`src/rtl/uart_rx_framer.sv`:
```
// Oversampled UART receiver: synchronizes the line, frames start/data/parity/stop,
// detects breaks and hands completed frames to a valid/ready consumer.
module uart_rx_framer #(
  parameter int DATA_BITS   = 8,
  parameter int PARITY_MODE = 0,
  parameter int STOP_BITS   = 1,
  parameter int OVERSAMPLE  = 16
) (
  input  logic                 clk_i,
  input  logic                 resetn_i,
  input  logic                 clk_en_i,
  input  logic                 uart_rx_i,
  output logic [DATA_BITS-1:0] dataout_o,
  output logic                 dataout_valid_o,
  input  logic                 dataout_ready_i,
  output logic                 parity_err_o,
  output logic                 frame_err_o,
  output logic                 overrun_o,
  output logic                 break_o
);

  localparam int            CW        = $clog2(OVERSAMPLE);
  localparam logic [CW-1:0] HALF_TICK = CW'(OVERSAMPLE / 2 - 1);
  localparam logic [CW-1:0] LAST_TICK = CW'(OVERSAMPLE - 1);
  localparam logic [3:0]    LAST_DATA = 4'(DATA_BITS - 1);
  localparam logic [3:0]    LAST_STOP = 4'(STOP_BITS - 1);
  localparam logic          PAR_ODD   = 1'(PARITY_MODE == 2);

  typedef enum logic [2:0] {
    IDLE,
    START,
    DATA,
    PARITY,
    STOP,
    BREAK_WAIT
  } state_t;

  logic                 rx_meta_reg;
  logic                 rx_sync_reg;
  logic                 rx;

  state_t               state_reg, state_next;
  logic [CW-1:0]        tick_reg, tick_next;
  logic [3:0]           bit_reg, bit_next;
  logic [DATA_BITS-1:0] shift_reg, shift_next;
  logic                 parity_bit_reg, parity_bit_next;
  logic                 ferr_reg, ferr_next;
  logic                 stop_low_reg, stop_low_next;
  logic                 armed_reg, armed_next;

  logic                 frame_done;
  logic                 frame_break;
  logic                 frame_ferr;
  logic                 frame_perr;
  logic                 deliver;
  logic                 break_det;

  assign rx = rx_sync_reg;

  // State register; the synchronizer runs every cycle, the framer only on ticks.
  always_ff @(posedge clk_i) begin
    if (!resetn_i) begin
      rx_meta_reg    <= 1'b1;
      rx_sync_reg    <= 1'b1;
      state_reg      <= IDLE;
      tick_reg       <= '0;
      bit_reg        <= '0;
      shift_reg      <= '0;
      parity_bit_reg <= 1'b0;
      ferr_reg       <= 1'b0;
      stop_low_reg   <= 1'b0;
      armed_reg      <= 1'b0;
    end else begin
      rx_meta_reg    <= uart_rx_i;
      rx_sync_reg    <= rx_meta_reg;
      state_reg      <= state_next;
      tick_reg       <= tick_next;
      bit_reg        <= bit_next;
      shift_reg      <= shift_next;
      parity_bit_reg <= parity_bit_next;
      ferr_reg       <= ferr_next;
      stop_low_reg   <= stop_low_next;
      armed_reg      <= armed_next;
    end
  end

  // Next-state logic. armed_reg blocks a start until the line has been seen high
  // after reset, so a reset landing mid-frame cannot resume on a low data bit.
  always_comb begin
    state_next      = state_reg;
    tick_next       = tick_reg;
    bit_next        = bit_reg;
    shift_next      = shift_reg;
    parity_bit_next = parity_bit_reg;
    ferr_next       = ferr_reg;
    stop_low_next   = stop_low_reg;
    armed_next      = armed_reg;
    if (clk_en_i) begin
      case (state_reg)
        IDLE: begin
          if (rx) begin
            armed_next = 1'b1;
          end else if (armed_reg) begin
            state_next = START;
            tick_next  = '0;
          end
        end
        START: begin
          if (tick_reg == HALF_TICK) begin
            tick_next  = '0;
            bit_next   = '0;
            state_next = rx ? IDLE : DATA;
          end else begin
            tick_next = tick_reg + 1'b1;
          end
        end
        DATA: begin
          if (tick_reg == LAST_TICK) begin
            tick_next  = '0;
            shift_next = {rx, shift_reg[DATA_BITS-1:1]};
            if (bit_reg == LAST_DATA) begin
              bit_next      = '0;
              ferr_next     = 1'b0;
              stop_low_next = 1'b1;
              state_next    = (PARITY_MODE != 0) ? PARITY : STOP;
            end else begin
              bit_next = bit_reg + 4'd1;
            end
          end else begin
            tick_next = tick_reg + 1'b1;
          end
        end
        PARITY: begin
          if (tick_reg == LAST_TICK) begin
            tick_next       = '0;
            parity_bit_next = rx;
            state_next      = STOP;
          end else begin
            tick_next = tick_reg + 1'b1;
          end
        end
        STOP: begin
          if (tick_reg == LAST_TICK) begin
            tick_next     = '0;
            ferr_next     = ferr_reg | ~rx;
            stop_low_next = stop_low_reg & ~rx;
            if (bit_reg == LAST_STOP) begin
              bit_next   = '0;
              state_next = frame_break ? BREAK_WAIT : IDLE;
            end else begin
              bit_next = bit_reg + 4'd1;
            end
          end else begin
            tick_next = tick_reg + 1'b1;
          end
        end
        BREAK_WAIT: begin
          if (rx) begin
            state_next = IDLE;
          end
        end
        default: begin
          state_next = IDLE;
        end
      endcase
    end
  end

  // Frame-completion strobes, evaluated on the tick of the last stop sample.
  always_comb begin
    frame_done  = 1'b0;
    frame_ferr  = ferr_reg | ~rx;
    frame_break = 1'b0;
    frame_perr  = 1'b0;
    if (clk_en_i && state_reg == STOP && tick_reg == LAST_TICK && bit_reg == LAST_STOP) begin
      frame_done = 1'b1;
    end
    if (frame_ferr && stop_low_reg && !rx && shift_reg == '0) begin
      frame_break = 1'b1;
    end
    if (PARITY_MODE != 0) begin
      frame_perr = ((^shift_reg) ^ parity_bit_reg) != PAR_ODD;
    end
    deliver   = frame_done & ~frame_break;
    break_det = frame_done & frame_break;
  end

  // Output holding register with valid/ready handshake and overrun reporting.
  always_ff @(posedge clk_i) begin
    if (!resetn_i) begin
      dataout_o       <= '0;
      dataout_valid_o <= 1'b0;
      parity_err_o    <= 1'b0;
      frame_err_o     <= 1'b0;
      overrun_o       <= 1'b0;
      break_o         <= 1'b0;
    end else begin
      overrun_o <= 1'b0;
      break_o   <= break_det;
      if (deliver) begin
        if (!dataout_valid_o || dataout_ready_i) begin
          dataout_o       <= shift_reg;
          parity_err_o    <= frame_perr;
          frame_err_o     <= frame_ferr;
          dataout_valid_o <= 1'b1;
        end else begin
          overrun_o <= 1'b1;
        end
      end else if (dataout_valid_o && dataout_ready_i) begin
        dataout_valid_o <= 1'b0;
      end
    end
  end

endmodule

```
`config.mk`:
```
export PLATFORM = sky130hd
export DESIGN_NAME = uart_rx_framer
export DESIGN_NICKNAME = d
export VERILOG_FILES = /design/src/rtl/uart_rx_framer.sv
export SDC_FILE = /design/constraint.sdc
export NUM_CORES = 1
export LEC_CHECK = 0
export CAP_MARGIN = 20
export CORE_MARGIN = 5
export CORE_UTILIZATION = 50
export CTS_CLUSTER_SIZE = 30
export DETAILED_ROUTE_END_ITERATION = 10
export PLACE_DENSITY = 0.75
export SYNTH_ARGS = -nofsm -noshare
export SYNTH_HDL_FRONTEND = slang
export SYNTH_SLANG_ARGS = --single-unit
```
`constraint.sdc`:
```
create_clock -name clk_i -period 2.1 [get_ports clk_i]
set_clock_uncertainty 0.15 [all_clocks]
set_input_delay 0.315 -clock clk_i [delete_from_list [all_inputs] [get_ports clk_i]]
set_output_delay 0.315 -clock clk_i [all_outputs]
set_load 0.01 [all_outputs]
```
==> PnR_summary.wiki, run 1 <==
{| class="wikitable"
! Metric !! Value
|-
| Reg2reg start || bit_reg[0]
|-
| Clock Tree Root || sky130_fd_sc_hd__clkbuf_4
|-
| Cell types with the largest area share after synthesis || sky130_fd_sc_hd__dfxtp_1 41%, sky130_fd_sc_hd__mux2i_1 5.2%, sky130_fd_sc_hd__nor2_1 5.0%
|-
| Power density cells || 527 mW/mm²
|-
| Starting utilization of the core area || around half
|-
| Wire length of the first global-routing pass || a little over 6 mm
|-
| Part of the cycle the worst path needs || 102%
|-
| Most common library cells after synthesis || 36 x sky130_fd_sc_hd__dfxtp_1, 23 x sky130_fd_sc_hd__nor2_1, 20 x sky130_fd_sc_hd__nand2_1, 14 x sky130_fd_sc_hd__o21ai_0, 12 x sky130_fd_sc_hd__a21oi_1
|-
| Min-Delay Endpoint || rx
|-
| Setup crit start kind || flop
|-
| Largest area contributor in the synthesized netlist || sky130_fd_sc_hd__dfxtp_1
|-
| Fraction of final layout cells sized beyond drive strength 1 || about a fifth
|-
| Required time worst endpoint || 2.23 ns
|-
| Max Fclk || roughly 0.46 GHz
|-
| Routed vias/inst || between 5 and 6
|-
| Wire length reported by the detailed router || 3.99 mm
|-
| TritonCTS clock tree || built
|-
| Run status || finished, violations left
|-
| Number of max-capacitance violations reported || 0
|-
| Filler Cells Inserted || roughly 300
|-
| Nature of the critical path endpoint || flop
|-
| Total cell area at the placement stage || 0.00201 mm²
|-
| Number of antenna repair diodes || 0
|-
| Failing checks || negative setup slack
|-
| Synthesized area divided by synthesized cell count || 8.66 µm²
|-
| Site Rows || 21
|-
| Area occupied by multi-input gates || about 950 µm²
|-
| Total power consumption of the routed design || 1.13 mW
|-
| Number of flops mapped to enable cells by yosys || 0
|-
| Core Footprint || approximately 0.0034 mm²
|-
| Setup_tns || -0.0858 ns
|-
| Hold crit path type || flop to flop
|-
| Setup repair after global routing missed its margin || true
|-
| Tot GR Track Use || ~16%
|-
| Post-route insts no fill || about 280
|-
| Summed instance area of the synthesized netlist || between 0.0015 and 0.002 mm²
|-
| Syn Inst Count || 201
|-
| Antenna violations before repair || 0
|-
| Share of Yosys cell area claimed by the top area cell type || roughly two fifths
|-
| Warnings from Yosys || 0
|-
| Hold path depth || 1
|-
| Final standard cell area without fillers || roughly 0.0021 mm²
|-
| Average wire per cell in the routed design || 14.1 µm
|-
| Number of sinks handled by clock tree synthesis || 36
|-
| Post-synthesis register bit count || 36
|-
| Max IR drop VDD || between 0.0003 and 0.0004 V
|-
| Worst setup margin || -0.0516 ns
|-
| Number of placed instances with taps included || 271
|-
| Worst flop-to-flop path endpoint || state_reg[2]
|-
| Count of unique library cells instantiated by Yosys || 48
|-
| Insertion delay to the later sink of the worst-skew pair || roughly 0.34 ns
|-
| Clock slew seen by the registers of the worst setup and hold paths || about 0.10 ns
|-
| H-tree Lvls || 2
|-
| Gr ovfl total || 0
|-
| Number of nets still failing antenna checks after routing || 0
|-
| Final hold vios || 0
|-
| Worst reg-to-reg path cell count || 7
|-
| Count of routing violations after the opening detailed-route iteration || 111
|-
| Slew at the pin with the worst max-slew slack || 0.557 ns
|-
| Final-layout worst hold slack || between 0.2 and 0.3 ns
|-
| Die height || ~70 µm
|-
| Full die area || roughly 0.0048 mm²
|-
| Proportion of synthesized chip area in sequential cells || between 40% and 50%
|-
| Maximum fanout encountered on the critical timing path || 3
|-
| Synth Flop Type || sky130_fd_sc_hd__dfxtp_1
|-
| Syn nets || around 210
|-
| Top-level I/O count || 18
|-
| Via count of the first global-routing pass || about 1300
|-
| Startpoint of the worst hold path || rx_meta_reg
|-
| Die Span X || between 60 and 70 µm
|-
| Largest net degree at the start of global routing || 16
|-
| Pins over their slew limit || 0
|-
| Reg-to-reg setup timing slack || -0.05 ns
|-
| Proportion of synthesized flip-flops having asynchronous set or reset || 0%
|-
| Number of detailed-route iterations in the first pass || 4
|-
| Detailed-route DRC error count || 0
|-
| Most instantiated library cell after synthesis || sky130_fd_sc_hd__dfxtp_1
|-
| Quantity of I/O buffers inserted on ports || 16
|-
| CTS Buf Count || 5
|-
| Type of the worst setup path || flop to flop
|-
| Final worst path period need || between 2 and 2.5 ns
|-
| Setup Viol. Count Final || 2
|-
| Max-Slew Margin vs Limit || between 60% and 70%
|-
| Sum of net half-perimeters after detailed placement || between 2 and 3 mm
|-
| Number of hold buffers added after CTS || 0
|-
| WP data arrival || ~2.3 ns
|-
| Leakage || ~0.86 nW
|-
| Final weighted congestion in routability-driven placement || between 0.8 and 0.9
|-
| Count of vias placed by the detailed router || between 1500 and 2000
|-
| Layout overhead on the synthesized area || 23.4%
|-
| Final #Nets || between 200 and 250
|-
| Bufs on Longest Clock Path || 2
|-
| Total area of sequential cells || around 720 µm²
|}
[cell usage in the layout (no fill, tap or decap), drive strengths merged, types with 4 or more instances in the layout]
cell           Yosys  layout
a31oi              4       4
clkdlybuf4s50      0      16
nor3               4       4
buf                6      24
a21oi             12      12
nor2              23      23
nor3b              4       4
nand3b             4       4
inv                5       5
nand2             20      20
mux2i              9       9
o21ai             14      14
dfxtp             36      36
nand2b             4       4
clkbuf             6       8
nand3             11      11
[kinds of logic after synthesis]
| logic type | after synthesis | synth area share [%] |
|---|---|---|
| xor gates and xnor gates | 3 | 1.51 |
| muxes | 10 | 5.82 |
| and+or+nand+nor | 84 | 24.7 |
| buffers and inverters | 18 | 7.33 |
| other | 1 | 0.215 |
| adders and majority gates | 3 | 2.16 |
| AOI/OAI and AO/OA | 46 | 16.9 |
| DFF | 36 | 41.4 |
[worst max-delay path by stage]
stage | from | to | cells after the start
floorplan | bit_reg[0] | state_reg[2] | 7
global placement | bit_reg[0] | state_reg[2] | 7
detailed placement | bit_reg[0] | state_reg[2] | 7
CTS | bit_reg[0] | state_reg[2] | 7
global route | bit_reg[0] | state_reg[2] | 7
finish | bit_reg[0] | state_reg[2] | 7
[area by class of cell]
class | instances | share of cell area (%)
Sequential cell | 36 | 33.6
Multi-Input combinational cell | 147 | 44.2
Inverter | 5 | 0.874
Tap cell | 46 | 2.68
Timing Repair Buffer | 40 | 15.9
Clock buffer | 8 | 2.74
[critical path, stage by stage (launching register included)]
cell,delay (ns)
sky130_fd_sc_hd__dfxtp_2,0.34
sky130_fd_sc_hd__inv_2,0.06
sky130_fd_sc_hd__ha_1,0.13
sky130_fd_sc_hd__or3b_4,0.38
sky130_fd_sc_hd__a32o_2,0.26
sky130_fd_sc_hd__a211o_1,0.24
sky130_fd_sc_hd__or4_4,0.42
sky130_fd_sc_hd__a21oi_2,0.12
[layer usage]
metal	up-vias	global-route usage [%]	part of all wire [%]
met3	11	4.51	6.7
li1	780	-	-
met1	737	21.5	47
met5	-	0	0
met4	0	6.51	2.0
met2	53	23.0	44
[where the power goes]
group | internal (mW) | switching, mW
Sequential | 0.687 | 0.00481
Clock | 0.165 | 0.219
Combinational | 0.0247 | 0.0307
[per-stage QoR]
step,utilization (%),setup WS (ns)
2_1_floorplan,-,-0.0957
3_3_place_gp,59.7,-0.0404
3_5_place_dp,59.7,-0.0807
4_1_cts,61.7,-0.0337
5_1_grt,63.8,-0.122
6_report,63.8,-0.0516
[what timing repair did]
item                                    CTS  global route
endpoints found under the setup margin   12            15
pin swaps                                 2             2
cloned                                    0             1
gates resized for setup                   2            13
setup buffers                             1             1
No activity file was read; power rests on OpenSTA's default activity.
==> inputs of run 2 (changes only) <==
- SLEW_MARGIN: not set -> 0
==> results of run 2 <==
The final DEF is identical to that of run 1; final timing and power are the same.
